--- config.mk ---
export PLATFORM = sky130hd
export DESIGN_NAME = conv1_ctrl
export DESIGN_NICKNAME = d
export VERILOG_FILES = /design/src/rtl/conv1_pkg.sv /design/src/rtl/conv1_win_addr.sv /design/src/rtl/conv1_ctrl.sv
export SDC_FILE = /design/constraint.sdc
export NUM_CORES = 1
export LEC_CHECK = 0
export ABC_AREA = 1
export CORE_MARGIN = 5
export CORE_UTILIZATION = 51
export CTS_BUF_LIST = sky130_fd_sc_hd__clkbuf_4
export DETAILED_ROUTE_END_ITERATION = 8
export PLACE_DENSITY = 0.78
export SYNTH_ARGS = -nofsm -noshare
export SYNTH_HDL_FRONTEND = slang
export SYNTH_HIERARCHICAL = 1
export SYNTH_SLANG_ARGS = --single-unit
--- constraint.sdc ---
create_clock -name clk -period 2 [get_ports clk]
set_input_delay 0.4 -clock clk [delete_from_list [all_inputs] [get_ports clk]]
set_output_delay 0.4 -clock clk [all_outputs]
set_load 0.1 [all_outputs]
--- src/rtl/conv1_pkg.sv ---
// Shared constants and state encoding for the Convolution 1 layer sequencer.
package conv1_pkg;

    localparam int IMG_W   = 28;
    localparam int K       = 5;
    localparam int OUT_W   = IMG_W - K + 1;
    localparam int N_TAPS  = K * K;
    localparam int N_OUT   = OUT_W * OUT_W;
    localparam int K1_BASE = 25;
    localparam int KA_W    = 6;
    localparam int IA_W    = 10;

    localparam logic [2:0] ST_IDLE  = 3'd0;
    localparam logic [2:0] ST_LOAD  = 3'd1;
    localparam logic [2:0] ST_CONV  = 3'd2;
    localparam logic [2:0] ST_DRAIN = 3'd3;
    localparam logic [2:0] ST_WRITE = 3'd4;
    localparam logic [2:0] ST_DONE  = 3'd5;

    typedef enum logic [2:0] {
        S_IDLE  = 3'd0,
        S_LOAD  = 3'd1,
        S_CONV  = 3'd2,
        S_DRAIN = 3'd3,
        S_WRITE = 3'd4,
        S_DONE  = 3'd5
    } conv1_state_t;

endpackage

--- src/rtl/conv1_win_addr.sv ---
// Window-base and tap counters: holds the current image read address, tap
// index and output pixel index for the 5x5 window walk.
module conv1_win_addr
    import conv1_pkg::*;
#(
    parameter int IMG_W = 28,
    parameter int K     = 5
) (
    input  logic             clk,
    input  logic             reset,
    input  logic             clear,
    input  logic             step_tap,
    input  logic             step_pixel,
    output logic [IA_W-1:0]  img_addr,
    output logic [4:0]       tap,
    output logic             first_tap,
    output logic             last_tap,
    output logic             last_pixel,
    output logic [IA_W-1:0]  out_addr
);

    localparam int OW = IMG_W - K + 1;
    localparam logic [IA_W-1:0] ROW_STEP = IA_W'(OW);
    localparam logic [IA_W-1:0] WRAP_STEP = IA_W'(K);
    localparam logic [IA_W-1:0] OUT_LAST = IA_W'(OW * OW - 1);
    localparam logic [4:0] TAP_LAST = 5'(K * K - 1);
    localparam logic [2:0] KC_LAST = 3'(K - 1);
    localparam logic [4:0] OCOL_LAST = 5'(OW - 1);

    logic [IA_W-1:0] base;
    logic [IA_W-1:0] next_base;
    logic [2:0]      kc;
    logic [4:0]      ocol;

    // Skipping the K-1 columns that cannot start a window at output-row wrap.
    assign next_base  = (ocol == OCOL_LAST) ? base + WRAP_STEP : base + 1'b1;
    assign first_tap  = (tap == 5'd0);
    assign last_tap   = (tap == TAP_LAST);
    assign last_pixel = (out_addr == OUT_LAST);

    always_ff @(posedge clk or negedge reset) begin
        if (!reset) begin
            base     <= '0;
            img_addr <= '0;
            kc       <= '0;
            tap      <= '0;
            ocol     <= '0;
            out_addr <= '0;
        end else if (clear) begin
            base     <= '0;
            img_addr <= '0;
            kc       <= '0;
            tap      <= '0;
            ocol     <= '0;
            out_addr <= '0;
        end else if (step_pixel) begin
            base     <= next_base;
            img_addr <= next_base;
            kc       <= '0;
            tap      <= '0;
            ocol     <= (ocol == OCOL_LAST) ? 5'd0 : ocol + 5'd1;
            out_addr <= out_addr + 1'b1;
        end else if (step_tap) begin
            if (last_tap) begin
                tap      <= '0;
                kc       <= '0;
                img_addr <= base;
            end else begin
                tap <= tap + 5'd1;
                if (kc == KC_LAST) begin
                    kc       <= '0;
                    img_addr <= img_addr + ROW_STEP;
                end else begin
                    kc       <= kc + 3'd1;
                    img_addr <= img_addr + 1'b1;
                end
            end
        end
    end

endmodule

--- src/rtl/conv1_ctrl.sv ---
// Convolution 1 layer sequencer: kernel load, window walk driving the MAC,
// and valid/ready hand-off of each output pixel.
module conv1_ctrl
    import conv1_pkg::*;
#(
    parameter int IMG_W   = 28,
    parameter int K       = 5,
    parameter int K1_BASE = 25
) (
    input  logic             clk,
    input  logic             reset,
    input  logic             start,
    output logic             busy,
    output logic             done,
    output logic [KA_W-1:0]  k_addr0,
    output logic [KA_W-1:0]  k_addr1,
    output logic             k_re,
    output logic             k_we,
    output logic [4:0]       k_idx,
    output logic [IA_W-1:0]  img_addr,
    output logic             img_re,
    output logic             mac_en,
    output logic             mac_clear,
    output logic             mac_last,
    output logic [4:0]       tap,
    output logic             out_valid,
    input  logic             out_ready,
    output logic [IA_W-1:0]  out_addr,
    output conv1_state_t     dbg_state
);

    // Handshake: a result transfers on a rising edge where out_valid and
    // out_ready are both high; out_valid and out_addr hold until then.

    localparam logic [4:0] LOAD_LAST = 5'(K * K);

    logic [2:0] state, state_d;
    logic [4:0] load_cnt, load_cnt_d;
    logic       k_issue;
    logic       win_clear, step_tap, step_pixel;
    logic [4:0] w_tap;
    logic       w_first, w_last, w_last_pix;

    conv1_win_addr #(.IMG_W(IMG_W), .K(K)) u_win (
        .clk        (clk),
        .reset      (reset),
        .clear      (win_clear),
        .step_tap   (step_tap),
        .step_pixel (step_pixel),
        .img_addr   (img_addr),
        .tap        (w_tap),
        .first_tap  (w_first),
        .last_tap   (w_last),
        .last_pixel (w_last_pix),
        .out_addr   (out_addr)
    );

    assign dbg_state = conv1_state_t'(state);

    always_comb begin
        state_d    = state;
        load_cnt_d = '0;
        win_clear  = 1'b0;
        step_tap   = 1'b0;
        step_pixel = 1'b0;
        case (state)
            ST_IDLE: begin
                if (start) begin
                    state_d   = ST_LOAD;
                    win_clear = 1'b1;
                end
            end
            ST_LOAD: begin
                if (load_cnt == LOAD_LAST) state_d = ST_CONV;
                else load_cnt_d = load_cnt + 5'd1;
            end
            ST_CONV: begin
                step_tap = 1'b1;
                if (w_last) state_d = ST_DRAIN;
            end
            ST_DRAIN: state_d = ST_WRITE;
            ST_WRITE: begin
                if (out_ready) begin
                    if (w_last_pix) begin
                        state_d = ST_DONE;
                    end else begin
                        state_d    = ST_CONV;
                        step_pixel = 1'b1;
                    end
                end
            end
            ST_DONE: state_d = ST_IDLE;
            default: state_d = ST_IDLE;
        endcase
    end

    // Outputs are registered from the next-state view so they line up with
    // the state they belong to; the k_we/mac_* group is a one-cycle delay.
    assign k_issue = (state_d == ST_LOAD) && (load_cnt_d < LOAD_LAST);

    always_ff @(posedge clk or negedge reset) begin
        if (!reset) begin
            state     <= ST_IDLE;
            load_cnt  <= '0;
            busy      <= 1'b0;
            done      <= 1'b0;
            k_re      <= 1'b0;
            k_addr0   <= '0;
            k_addr1   <= '0;
            k_we      <= 1'b0;
            k_idx     <= '0;
            img_re    <= 1'b0;
            mac_en    <= 1'b0;
            mac_clear <= 1'b0;
            mac_last  <= 1'b0;
            tap       <= '0;
            out_valid <= 1'b0;
        end else begin
            state     <= state_d;
            load_cnt  <= load_cnt_d;
            busy      <= (state_d != ST_IDLE);
            done      <= (state_d == ST_DONE);
            k_re      <= k_issue;
            k_addr0   <= k_issue ? {1'b0, load_cnt_d} : '0;
            k_addr1   <= k_issue ? KA_W'(K1_BASE) + {1'b0, load_cnt_d} : '0;
            k_we      <= k_re;
            k_idx     <= k_addr0[4:0];
            img_re    <= (state_d == ST_CONV);
            mac_en    <= img_re;
            mac_clear <= img_re && w_first;
            mac_last  <= img_re && w_last;
            tap       <= img_re ? w_tap : 5'd0;
            out_valid <= (state_d == ST_WRITE);
        end
    end

endmodule

==> impl_metrics.py <==
metrics = {
    "synth": {
        "synth_flop_cell": "dfrtp_1",
        "synth.area.top_cells": "dfrtp_1 48%, nand2_1 9.7%, inv_1 6.2%",
        "synth_nets": 528,
        "yosysMostFrequentCell": "nand2_1",
        "async_flop_share": 1.000,
        "ys_ff_latch": 81,
        "synth.avg_cell_area_um2": 8.300,
        "synth_warnings": 6,
        "synth_enable_flop_cells": 0,
        "synth_common_cells": "109 x nand2_1, 81 x dfrtp_1, 70 x inv_1",
        "synth_cell_types": 41,
        "synth_top_area_cell": "dfrtp_1",
        "syn-cell-area_um2": 4233,
        "synth_top_area_frac": 0.4789,
        "ys_seq_area_frac": 0.4789,
        "synth_cells": 510,
    },
    "global_route": {
        "grt_use_total": 0.2078,
        "grt_pass1_vias": 3772,
        "grt-ovfl-total": 0,
        "grt_max_degree": 40,
        "grt_pass1_wl_mm": 16.95,
        "antenna_found_initial": 0,
    },
    "cts": {
        "h-tree-depth": 3,
        "clock_sinks": 81,
        "root_buffer": "clkbuf_4",
        "clkTransAtPathRegs_ns": 0.16,
        "clockBufferDepth": 2,
        "cts_tree": "yes",
        "worstSkewPairLatency_ns": 0.46,
        "cts_inserted_buffers": 9,
    },
    "timing": {
        "setup_viol": 26,
        "grt_setup_unrepaired": "true",
        "finalHoldViolCount": 0,
        "max_slew_margin": 0.6341,
        "hold_ws_ns": 0.4044,
        "timing.final.crit_share": 1.076,
        "setup_tns_ns": -1.942,
        "fmax_mhz": 464.7,
        "worst_pin_slew_ns": 0.5473,
        "skew_ns": 0.02982,
        "fin_crit_ns": 2.152,
        "report.final.slew_viol_count": 0,
        "fin_ws_ns": -0.1519,
    },
    "floorplan": {
        "row_count": 33,
        "io_pins": 58,
        "start_util": 0.5204,
        "die_area_um2": 10220,
        "die_w_um": 101.1,
        "fp.dieH_um": 101.1,
        "core_um2": 8134,
    },
    "worst_hold_path": {
        "hold_path_class": "flop to flop",
        "hold_depth": 0,
        "worstHoldEndpoint": "k_idx[3]",
        "hold_start": "k_addr0[3]",
    },
    "placed_design": {
        "port_buffers": 56,
        "gp_congestion": 0.8840,
        "dp_hpwl_mm": 7.304,
        "dpl.cell_count": 704,
    },
    "finish": {
        "area_delta_synth_final_pct": 37.69,
        "nets": 645,
        "diodes": 0,
        "fin_cells": 737,
        "fin_util": 0.7165,
        "drive_gt1_frac": 0.3655,
        "fillCellCount": 575,
    },
    "power": {
        "peakVddDrop_mv": 1.519,
        "power_mw": 7.900,
        "p_per_area_nw_per_um2": 1355,
        "power_leakage_nw": 3.008,
    },
    "worst_setup_path": {
        "critPathMaxFanout": 4,
        "cp-end-kind": "flop",
        "ff2ff_path_depth": 11,
        "rr_endpoint": "u_win/ocol[1]",
        "crit_arrival_ns": 2.51,
        "startpoint_type": "flop",
        "crit_type": "flop to flop",
        "required_ns": 2.36,
        "rrSetupSlack_ns": -0.15,
        "reg2reg_from": "u_win/out_addr[0]",
    },
    "route": {
        "detail_route.wl_per_cell_um": 14.80,
        "drtIter0Drc": 307,
        "ant_nets": 0,
        "drc_errors": 0,
        "dr.pass1.iters": 5,
        "vias": 3961,
        "drt-vias-per-instance": 5.374,
        "totalWireLength_mm": 10.91,
    },
    "status": {
        "outcome": "complete, but fails checks",
        "violations": "negative setup slack",
    },
    "flow_run": {
        "drv_cap": 0,
    },
}
-- logic make-up (layout without fill, tap and decap cells) --
logic type	count (synthesis)	in the layout	synth area share
xor+xnor	8	8	0.01833
buf+inv	89	211	0.08572
fa+ha+maj	14	14	0.04138
simple gates	250	250	0.2891
compound gates	67	67	0.08572
flops	81	81	0.4789
other cells	1	1	0.0008859
-- state kept, by name (all words and copies together) (netlist names), 3 cells and up --
| signal | count |
|---|---|
| tap | 5 |
| dbg_state | 3 |
| k_idx | 5 |
| u_win/tap | 5 |
| u_win/base | 10 |
| u_win/ocol | 5 |
| u_win/out_addr | 10 |
| u_win/kc | 3 |
| k_addr1 | 6 |
| u_win/img_addr | 10 |
| load_cnt | 5 |
| k_addr0 | 5 |
-- routing by layer --
metal,global-route usage,up-vias,wire [um]
li1,-,1882,-
met1,0.2645,1910,4501
met2,0.3496,143,5575
met3,0.04844,26,609
met4,0.06953,0,220
met5,0,-,0
-- worst max-delay path: stages (launching register included) --
cell and delay (ns):
dfrtp_4 0.52, ha_4 0.16, nand4_1 0.09, nor4_1 0.05, or2_4 0.24, nor2_4 0.22
buf_12 0.15, nor2_4 0.04, buf_4 0.13, buf_4 0.12, buf_4 0.13, a22o_1 0.20
-- placed cells by master (no fill, tap or decap), types with 6 or more instances in the layout --
master / synthesis / routed
ha_1: 14 / 12
o21ai_0: 24 / 15
inv_2: 7 / 10
dfrtp_1: 81 / 66
nor2_4: 1 / 8
dfrtp_2: 0 / 13
o21ai_1: 5 / 9
nand2_1: 109 / 98
a21oi_2: 0 / 9
nand4_1: 15 / 15
nand2_2: 2 / 10
buf_4: 4 / 89
buf_12: 0 / 15
nor2_2: 14 / 14
clkbuf_4: 0 / 9
nor2_1: 37 / 30
a21oi_1: 26 / 17
buf_6: 1 / 10
inv_1: 70 / 65
nor3_1: 7 / 7
nand3_2: 2 / 6
nand3_1: 47 / 43
-- where the power goes --
| part | leakage [nW] | total, mW | internal [mW] | switching [mW] |
|---|---|---|---|---|
| logic | 1.88 | 4.56 | 1.31 | 3.25 |
| registers | 1.05 | 2.36 | 2.00 | 0.355 |
| clock network | 0.0794 | 0.985 | 0.302 | 0.683 |
| total | 3.01 | 7.90 | 3.61 | 4.29 |
-- layout make-up --
class	instances	area, um2	area share
well taps	105	131.4	0.02254
clock buffers	9	67.56	0.01159
clock inverters	7	78.83	0.01353
repair buffers	117	1111	0.1906
multi-input cells	340	2091	0.3587
inverters	78	297.8	0.05109
flip-flops and latches	81	2051	0.3519
-- timing repair --
item / 4_1_cts / 5_1_grt
pin swaps: 12 / 9
buffers inserted: 9 / 8
endpoints found under the setup margin: 19 / 40
endpoints found under the hold margin: 36 / 0
hold buffers: 1 / 0
gates resized for setup: 21 / 53
cloned: 0 / 0
-- stage by stage --
stage | setup slack (ns) | instance area [um2]
3_3_place_gp | -0.2448 | 5290
5_1_grt | -0.2685 | 5828
3_5_place_dp | -0.2914 | 5290
4_1_cts | -0.08672 | 5595
2_1_floorplan | -0.2821 | 4304
6_report | -0.1519 | 5828
-- worst max path at each step --
stage                           start                 to
floorplan           u_win/out_addr[1]  u_win/out_addr[8]
detailed placement          out_ready  u_win/img_addr[3]
finish              u_win/out_addr[0]      u_win/ocol[1]
global placement            out_ready  u_win/out_addr[8]
CTS                 u_win/out_addr[0]  u_win/img_addr[4]
global route        u_win/out_addr[1]  u_win/out_addr[7]
(Power assumes the default switching activity.)
